==> src/rtl/hoop_game_ctrl.sv <==
// Hoop scoring game sequencer: sensor synchronizer/debouncer, IDLE/PLAY/OVER
// state machine, saturating BCD score and BCD countdown timer.
module hoop_game_ctrl #(
   parameter int TICK_DIV     = 50000000,
   parameter int DEBOUNCE_CYC = 500000,
   parameter int GAME_SECS    = 60,
   parameter int MAX_SCORE    = 99
) (
   input  logic       clock,
   input  logic       resetn,
   input  logic       start,
   input  logic       hoop_in,
   output logic [7:0] score_bcd,
   output logic [7:0] time_bcd,
   output logic [1:0] game_state,
   output logic       playing,
   output logic       game_over,
   output logic       score_pulse
);

   localparam int TICK_W = $clog2(TICK_DIV);
   localparam int DB_W   = $clog2(DEBOUNCE_CYC + 1);
   localparam logic [TICK_W-1:0] TICK_LAST = TICK_W'(TICK_DIV - 1);
   localparam logic [DB_W-1:0]   DB_LAST   = DB_W'(DEBOUNCE_CYC - 1);
   localparam logic [7:0] GAME_BCD = {4'(GAME_SECS / 10), 4'(GAME_SECS % 10)};
   localparam logic [7:0] MAX_BCD  = {4'(MAX_SCORE / 10), 4'(MAX_SCORE % 10)};

   typedef enum logic [1:0] {
      ST_IDLE = 2'b00,
      ST_PLAY = 2'b01,
      ST_OVER = 2'b10
   } state_e;

   function automatic logic [7:0] bcd_inc(input logic [7:0] v);
      if (v[3:0] == 4'd9) begin
         return {v[7:4] + 4'd1, 4'd0};
      end else begin
         return {v[7:4], v[3:0] + 4'd1};
      end
   endfunction

   function automatic logic [7:0] bcd_dec(input logic [7:0] v);
      if (v[3:0] == 4'd0) begin
         return {v[7:4] - 4'd1, 4'd9};
      end else begin
         return {v[7:4], v[3:0] - 4'd1};
      end
   endfunction

   logic              sync1_q, sync1_d, sync2_q, sync2_d;
   logic              deb_q, deb_d, deb_dly_q, deb_dly_d;
   logic [DB_W-1:0]   db_cnt_q, db_cnt_d;
   logic [TICK_W-1:0] tick_q, tick_d;
   logic              start_q, start_d;
   state_e            state_q, state_d;
   logic [7:0]        score_q, score_d;
   logic [7:0]        time_q, time_d;
   logic              pulse_q, pulse_d;
   logic              basket_s, start_edge_s;

   // Sensor path: two-flop synchronizer feeding a run-length debouncer.
   always_comb begin
      sync1_d   = hoop_in;
      sync2_d   = sync1_q;
      deb_dly_d = deb_q;
      deb_d     = deb_q;
      db_cnt_d  = '0;
      if (sync2_q != deb_q) begin
         if (db_cnt_q == DB_LAST) begin
            deb_d    = ~deb_q;
            db_cnt_d = '0;
         end else begin
            db_cnt_d = db_cnt_q + DB_W'(1);
         end
      end else begin
         db_cnt_d = '0;
      end
   end

   // Game state machine, score and countdown; a basket only counts in PLAY.
   always_comb begin
      basket_s     = deb_q & ~deb_dly_q & (state_q == ST_PLAY);
      start_edge_s = start & ~start_q;
      start_d      = start;
      pulse_d      = basket_s;
      state_d      = state_q;
      score_d      = score_q;
      time_d       = time_q;
      tick_d       = tick_q;
      case (state_q)
         ST_PLAY: begin
            if (basket_s && (score_q != MAX_BCD)) begin
               score_d = bcd_inc(score_q);
            end else begin
               score_d = score_q;
            end
            if (tick_q == TICK_LAST) begin
               tick_d = '0;
               time_d = bcd_dec(time_q);
               if (time_q == 8'h01) begin
                  state_d = ST_OVER;
               end else begin
                  state_d = ST_PLAY;
               end
            end else begin
               tick_d = tick_q + TICK_W'(1);
            end
         end
         ST_IDLE, ST_OVER: begin
            if (start_edge_s) begin
               state_d = ST_PLAY;
               score_d = 8'h00;
               time_d  = GAME_BCD;
               tick_d  = '0;
            end else begin
               state_d = state_q;
            end
         end
         default: begin
            state_d = ST_IDLE;
         end
      endcase
   end

   // State registers.
   always_ff @(posedge clock or negedge resetn) begin
      if (!resetn) begin
         sync1_q   <= 1'b0;
         sync2_q   <= 1'b0;
         deb_q     <= 1'b0;
         deb_dly_q <= 1'b0;
         db_cnt_q  <= '0;
         tick_q    <= '0;
         start_q   <= 1'b0;
         state_q   <= ST_IDLE;
         score_q   <= 8'h00;
         time_q    <= GAME_BCD;
         pulse_q   <= 1'b0;
      end else begin
         sync1_q   <= sync1_d;
         sync2_q   <= sync2_d;
         deb_q     <= deb_d;
         deb_dly_q <= deb_dly_d;
         db_cnt_q  <= db_cnt_d;
         tick_q    <= tick_d;
         start_q   <= start_d;
         state_q   <= state_d;
         score_q   <= score_d;
         time_q    <= time_d;
         pulse_q   <= pulse_d;
      end
   end

   assign score_bcd   = score_q;
   assign time_bcd    = time_q;
   assign game_state  = state_q;
   assign playing     = (state_q == ST_PLAY);
   assign game_over   = (state_q == ST_OVER);
   assign score_pulse = pulse_q;

endmodule

==> config.mk <==
export PLATFORM = sky130hd
export DESIGN_NAME = hoop_game_ctrl
export DESIGN_NICKNAME = d
export VERILOG_FILES = /design/src/rtl/hoop_game_ctrl.sv
export SDC_FILE = /design/constraint.sdc
export NUM_CORES = 1
export LEC_CHECK = 0
export CAP_MARGIN = 20
export CORE_ASPECT_RATIO = 0.9
export CORE_UTILIZATION = 45
export DETAILED_ROUTE_END_ITERATION = 16
export DONT_BUFFER_PORTS = 1
export SYNTH_ARGS = -nofsm -noshare
export SYNTH_HDL_FRONTEND = slang
export SYNTH_SLANG_ARGS = --single-unit
==> constraint.sdc <==
create_clock -name clock -period 3.2 [get_ports clock]
set_clock_uncertainty 0.15 [all_clocks]
set_input_delay 0.16 -clock clock [delete_from_list [all_inputs] [get_ports clock]]
set_output_delay 0.16 -clock clock [all_outputs]
set_load 0.02 [all_outputs]
# ---- Word-level counts from Yosys, hierarchy flattened
# Cells that the tools add are included.
dict set report totals {
  elab_cells 67
  ff_bits 69
  out_inout_bits 21
}
dict set report op_classes {
  eq_ne 13
  n_reduce_logical 12
  n_bitwise 6
  mux 17
  add_sub_neg 6
}
# operator n
set ops {}
lappend ops {{26-bit 2-to-1 mux} 2}
lappend ops {{26-bit one-hot mux with 2 select lines} 1}
lappend ops {{8-bit 2-to-1 mux} 6}
lappend ops {{19-bit 2-to-1 mux} 2}
lappend ops {{8-bit one-hot mux with 2 select lines} 2}
lappend ops {{26-bit by 1-bit adder with 26-bit output (second input constant)} 1}
lappend ops {{26-bit == test (second input constant)} 1}
lappend ops {{19-bit by 1-bit adder with 19-bit output (second input constant)} 1}
lappend ops {{19-bit == test (second input constant)} 1}
lappend ops {{4-bit by 1-bit adder with 4-bit output (second input constant)} 2}
lappend ops {{8-bit by 1-bit == test with 1-bit output (second input constant)} 1}
lappend ops {{2-bit by 1-bit inequality test with 1-bit output (second input constant)} 4}
lappend ops {{8-bit inequality test (second input constant)} 1}
lappend ops {{4-bit AND reduction} 2}
lappend ops {{4-bit by 1-bit subtractor with 4-bit output (second input constant)} 2}
lappend ops {{2-bit 2-to-1 mux} 3}
lappend ops {{2-bit AND reduction} 3}
lappend ops {{3-bit AND reduction} 2}
lappend ops {{4-bit == test (second input constant)} 1}
lappend ops {{4-bit zero test} 1}
lappend ops {{2-bit one-hot mux with 2 select lines} 1}
lappend ops {{1-bit AND} 3}
lappend ops {{1-bit inverter} 3}
lappend ops {{2-bit by 1-bit == test with 1-bit output (second input constant)} 1}
lappend ops {{7 further kinds} 7}

# ---- Logic depth before layout (Yosys ltp)
dict set report depth {
  word_depth 6
  depth_mapped 7
  depth_no_buf 7
}

# ---- Worst setup path before layout
# No wires, ideal clock.
dict set report synth_timing {
  kind {register to register}
  start {reg tick_q[11]}
  end {reg time_q[4] (netlist: time_bcd[4])}
  n_path_buf 1
  arrival_time_ps 2032
  setup_ps 125
  slack_ps 893
  required_ps 2925
  path_stages_with_launch 7
  cell_sequence {dfrtp_1 buf_6 or4_4 nor4_4 a31oi_1 or2_4 mux2_4}
}
dict set report synth_via {
  elab_chain_len 3
}
# element line
set synth_rtl {}
lappend synth_rtl {{from (decl)} 53} ;# logic [TICK_W-1:0] tick_q, tick_d;
lappend synth_rtl {{from (signal assigned)} 145} ;# tick_q <= tick_d;
lappend synth_rtl {{26-bit == test} 97} ;# if (tick_q == TICK_LAST) begin
lappend synth_rtl {{2-bit by 1-bit inequality test with 1-bit output (no source line)} --}
lappend synth_rtl {{4-bit AND reduction (no source line)} --}
lappend synth_rtl {{to (signal assigned)} 149} ;# time_q <= time_d;
lappend synth_rtl {{to (decl)} 57} ;# logic [7:0] time_q, time_d;
# Every way passes these cells.
# A chain may end at the register's enable or synchronous reset.

# ---- Worst setup path after layout
dict set report layout_timing {
  start {reg tick_q[11]}
  end {reg time_q[2] (netlist: time_bcd[2])}
}
dict set report layout_via {
  elab_chain_len 3
}
# element line
set layout_rtl {}
lappend layout_rtl {{26-bit == test} 97}
lappend layout_rtl {{2-bit by 1-bit inequality test with 1-bit output (no source line)} --}
lappend layout_rtl {{3-bit AND reduction (no source line)} --}
# Every way passes these cells.

==> results.tsv <==
metric	value	unit
crit path capture type	flip-flop	
Crit Path Category	flip-flop to flip-flop	
most frequently used flop master after synthesis	dfrtp_1	
RD Place Congestion	0.863	
synth warn	0	
post-layout min period	2.51	ns
ant diodes	0	
Routed Antenna Nets	0	
R2R setup slack	0.69	ns
Lkg Pwr	1.77	nW
Synth Register Bits	69	
sequential fraction of the synthesis area	46.3	%
Syn Area/Cell	9.26	um2
DR iter-0 viols	153	
Critical path buffers and inverters	0	
dpl ws	0.723	ns
post-route DRC violation count	3	
Die Y	88.4	um
hold path start	start	
Global Route Usage Sum	19.6	%
worst reg2reg path depth	5	
Crit path depth	5	
Post-synth EDFFs	0	
Worst Setup SP	tick_q[11]$_DFFE_PN0P_	
port bufs	0	
# IOs	25	
crit start category	flip-flop	
WL final	7880	um
layout cell share with drive strength beyond 1	9.69	%
status	finished with violations	
Mapped Nets	418	
# Max-Cap Violations	0	
headroom to the max-slew limit	51.2	%
Top delay family on crit path	simple AND/OR/NAND/NOR gates	
maximum clock rate	0.398	GHz
CTS tree	yes	
violated checks	DRC	
WL/cell	15.4	um
Worst-path clk slew	0.08	ns
CTS buffer count	9	
fin nets	423	
Final setup viols	0	
crit-path cells	or4_4, nor4_4, a21o_2, nand2_1, a22o_1	
Hold Path Class	input port to flip-flop	
CTS root buf	clkbuf_8	
via count	2965	
clk sinks	69	
CP arrival	2.61	ns
count of cell types in the netlist	54	
Congestion Overflow GR	0	
Peak VDD IR	0.290	mV
1st-pass router iterations	10	
async set-reset flop share out of synthesis	100	%
die area	8660	um2
Mapped Area	3730	um2
row count	31	
Final WS setup	0.687	ns
vias in the first global route	2711	
final hold violations	0	
antenna violations before repair	0	
Least-Margin Pin Slew	0.725	ns
pin count of the biggest net entering global routing	70	
Core Box Area	8030	um2
CP max-delay cell	or4_4	
Skew-Pair Late Insertion Delay	0.36	ns
worst r2r src	tick_q[11]$_DFFE_PN0P_	
Fin Setup TNS	0	ns
Crit path largest cell delay	0.58	ns
first-pass GRT wire length	13200	um
deepest clock path buffer count	2	
fin. max-slew vios	0	
routed vias/inst	5.79	
Initial Util	46.5	%
DP HPWL	5330	um
Pwr per Cell Area	527	nW/um2
worst hold stages	3	
Die Span X	98	um
H-tree levels	3	
cells after synthesis	403	
final period utilization	78.5	%
WP data required	3.30	ns
area grow syn2layout	9.05	%
unrepaired setup endpoints after global routing	no	
CP Max Fanout	17	
metrics by stage:
stage          power [W]  utilization (%)  instances  area (um2)  hold slack [ns]
3_5_place_dp     0.00142             47.5        492        3810           -0.284
5_1_grt          0.00226             50.7        512        4070           0.0747
2_1_floorplan    0.00135                -        403        3730           -0.286
4_1_cts          0.00217             50.7        512        4070           0.0603
6_report         0.00214             50.7        512        4070           0.0637
3_3_place_gp     0.00141             47.5        492        3810           -0.284
routing by layer:
layer	global-route usage [%]	share of wire, %	up-vias
met2	28.7	43	51
met4	8.40	1.5	0
met1	27.7	51	1429
met5	0	0	-
li1	-	-	1476
met3	4.74	4.1	9
layout by cell type (no fill, tap or decap), drive strengths merged, types with 3 or more instances in the layout:
cell          n
nand2b        6
a22o          3
nor2         40
nand4        18
dfrtp        67
nor4          9
xnor2         8
a21oi        18
inv          20
or4           3
clkinv        4
o21ai        32
or2           5
mux2i         4
buf           5
nor3         10
clkbuf        9
xor2         11
a41oi         3
a31oi        16
and3          7
or3           7
ha           11
a21o          6
nand3        20
nand2        38
dlygate4sd3   3
tightest hold or removal path, cell delays in order:
cell and delay (ns):
or3b_2 0.20, nand2b_1 0.05, mux2i_1 0.11
Yosys cell counts (all sizes together) (2+ instances only):
cell / number / area share, %
mux2: 2 / 0.70
nand2: 38 / 3.8
and3: 7 / 1.2
or4: 3 / 0.70
nor4: 9 / 2.3
a41oi: 3 / 0.70
dfrtp: 67 / 45
xor2: 11 / 2.6
ha: 11 / 3.7
a31oi: 16 / 2.7
and4: 2 / 0.47
dfstp: 2 / 1.4
nor3: 10 / 1.3
nand4: 18 / 3.0
nand3: 20 / 2.7
nand2b: 6 / 1.0
o31a: 2 / 0.47
a21oi: 18 / 2.4
clkbuf: 8 / 0.80
nor2: 40 / 4.0
nand4b: 2 / 0.47
o21ai: 32 / 4.3
buf: 6 / 1.2
a21o: 6 / 1.2
or3: 7 / 1.2
mux2i: 4 / 1.1
nand3b: 2 / 0.40
inv: 19 / 1.9
a22o: 3 / 0.70
xnor2: 8 / 1.9
or2: 5 / 0.91
and2: 2 / 0.34
power breakdown:
group	internal [W]	leakage, nW	switching, W	total, W
clock	0.000362	0.0996	0.000350	0.000711
sequential	0.000977	0.869	0.000180	0.00116
combinational	0.000124	0.799	0.000151	0.000275
repair_timing:
action	4_1_cts	5_1_grt
resized for setup	0	0
hold endpoints to repair	72	0
hold buffers	4	0
setup buffers	0	0
setup endpoints to repair	0	0
final timing paths:
| path | to |
|---|---|
| max | time_bcd[2]$_DFFE_PN0P_ |
| min | score_bcd[7]$_DFFE_PN0P_ |
| max reg2reg | time_bcd[2]$_DFFE_PN0P_ |
| min reg2reg | sync2_q$_DFF_PN0_ |
| max in group asynchronous | time_bcd[6]$_DFFE_PN1P_ |
| min in group asynchronous | db_cnt_q[9]$_DFF_PN0_ |
sequential cells by signal, indices dropped and copies added (netlist names):
| register | cells |
|---|---|
| score_bcd | 8 |
| sync1_q | 1 |
| start_q | 1 |
| game_state | 2 |
| deb_dly_d | 1 |
| time_bcd | 8 |
| sync2_q | 1 |
| deb_dly_q | 1 |
| score_pulse | 1 |
| tick_q | 26 |
| db_cnt_q | 19 |
cells by family (layout without fill, tap and decap cells):
logic type	Yosys count	count (layout)	synth area share, %
simple gates	176	176	25.1
compound gates	89	89	14.8
flops	69	69	46.3
buf+inv	33	43	3.92
xor+xnor	19	19	4.46
fa+ha+maj	11	11	3.69
mux	6	6	1.78
area by class of cell:
cell class	count	area, um2
clock inverter	7	73.8
multi-input combinational	301	1860
timing repair buffer	8	87.6
inverter	19	71.3
sequential	69	1730
fill	738	3960
tap	99	124
clock buffer	9	124
No activity file was read; power rests on OpenSTA's default activity.
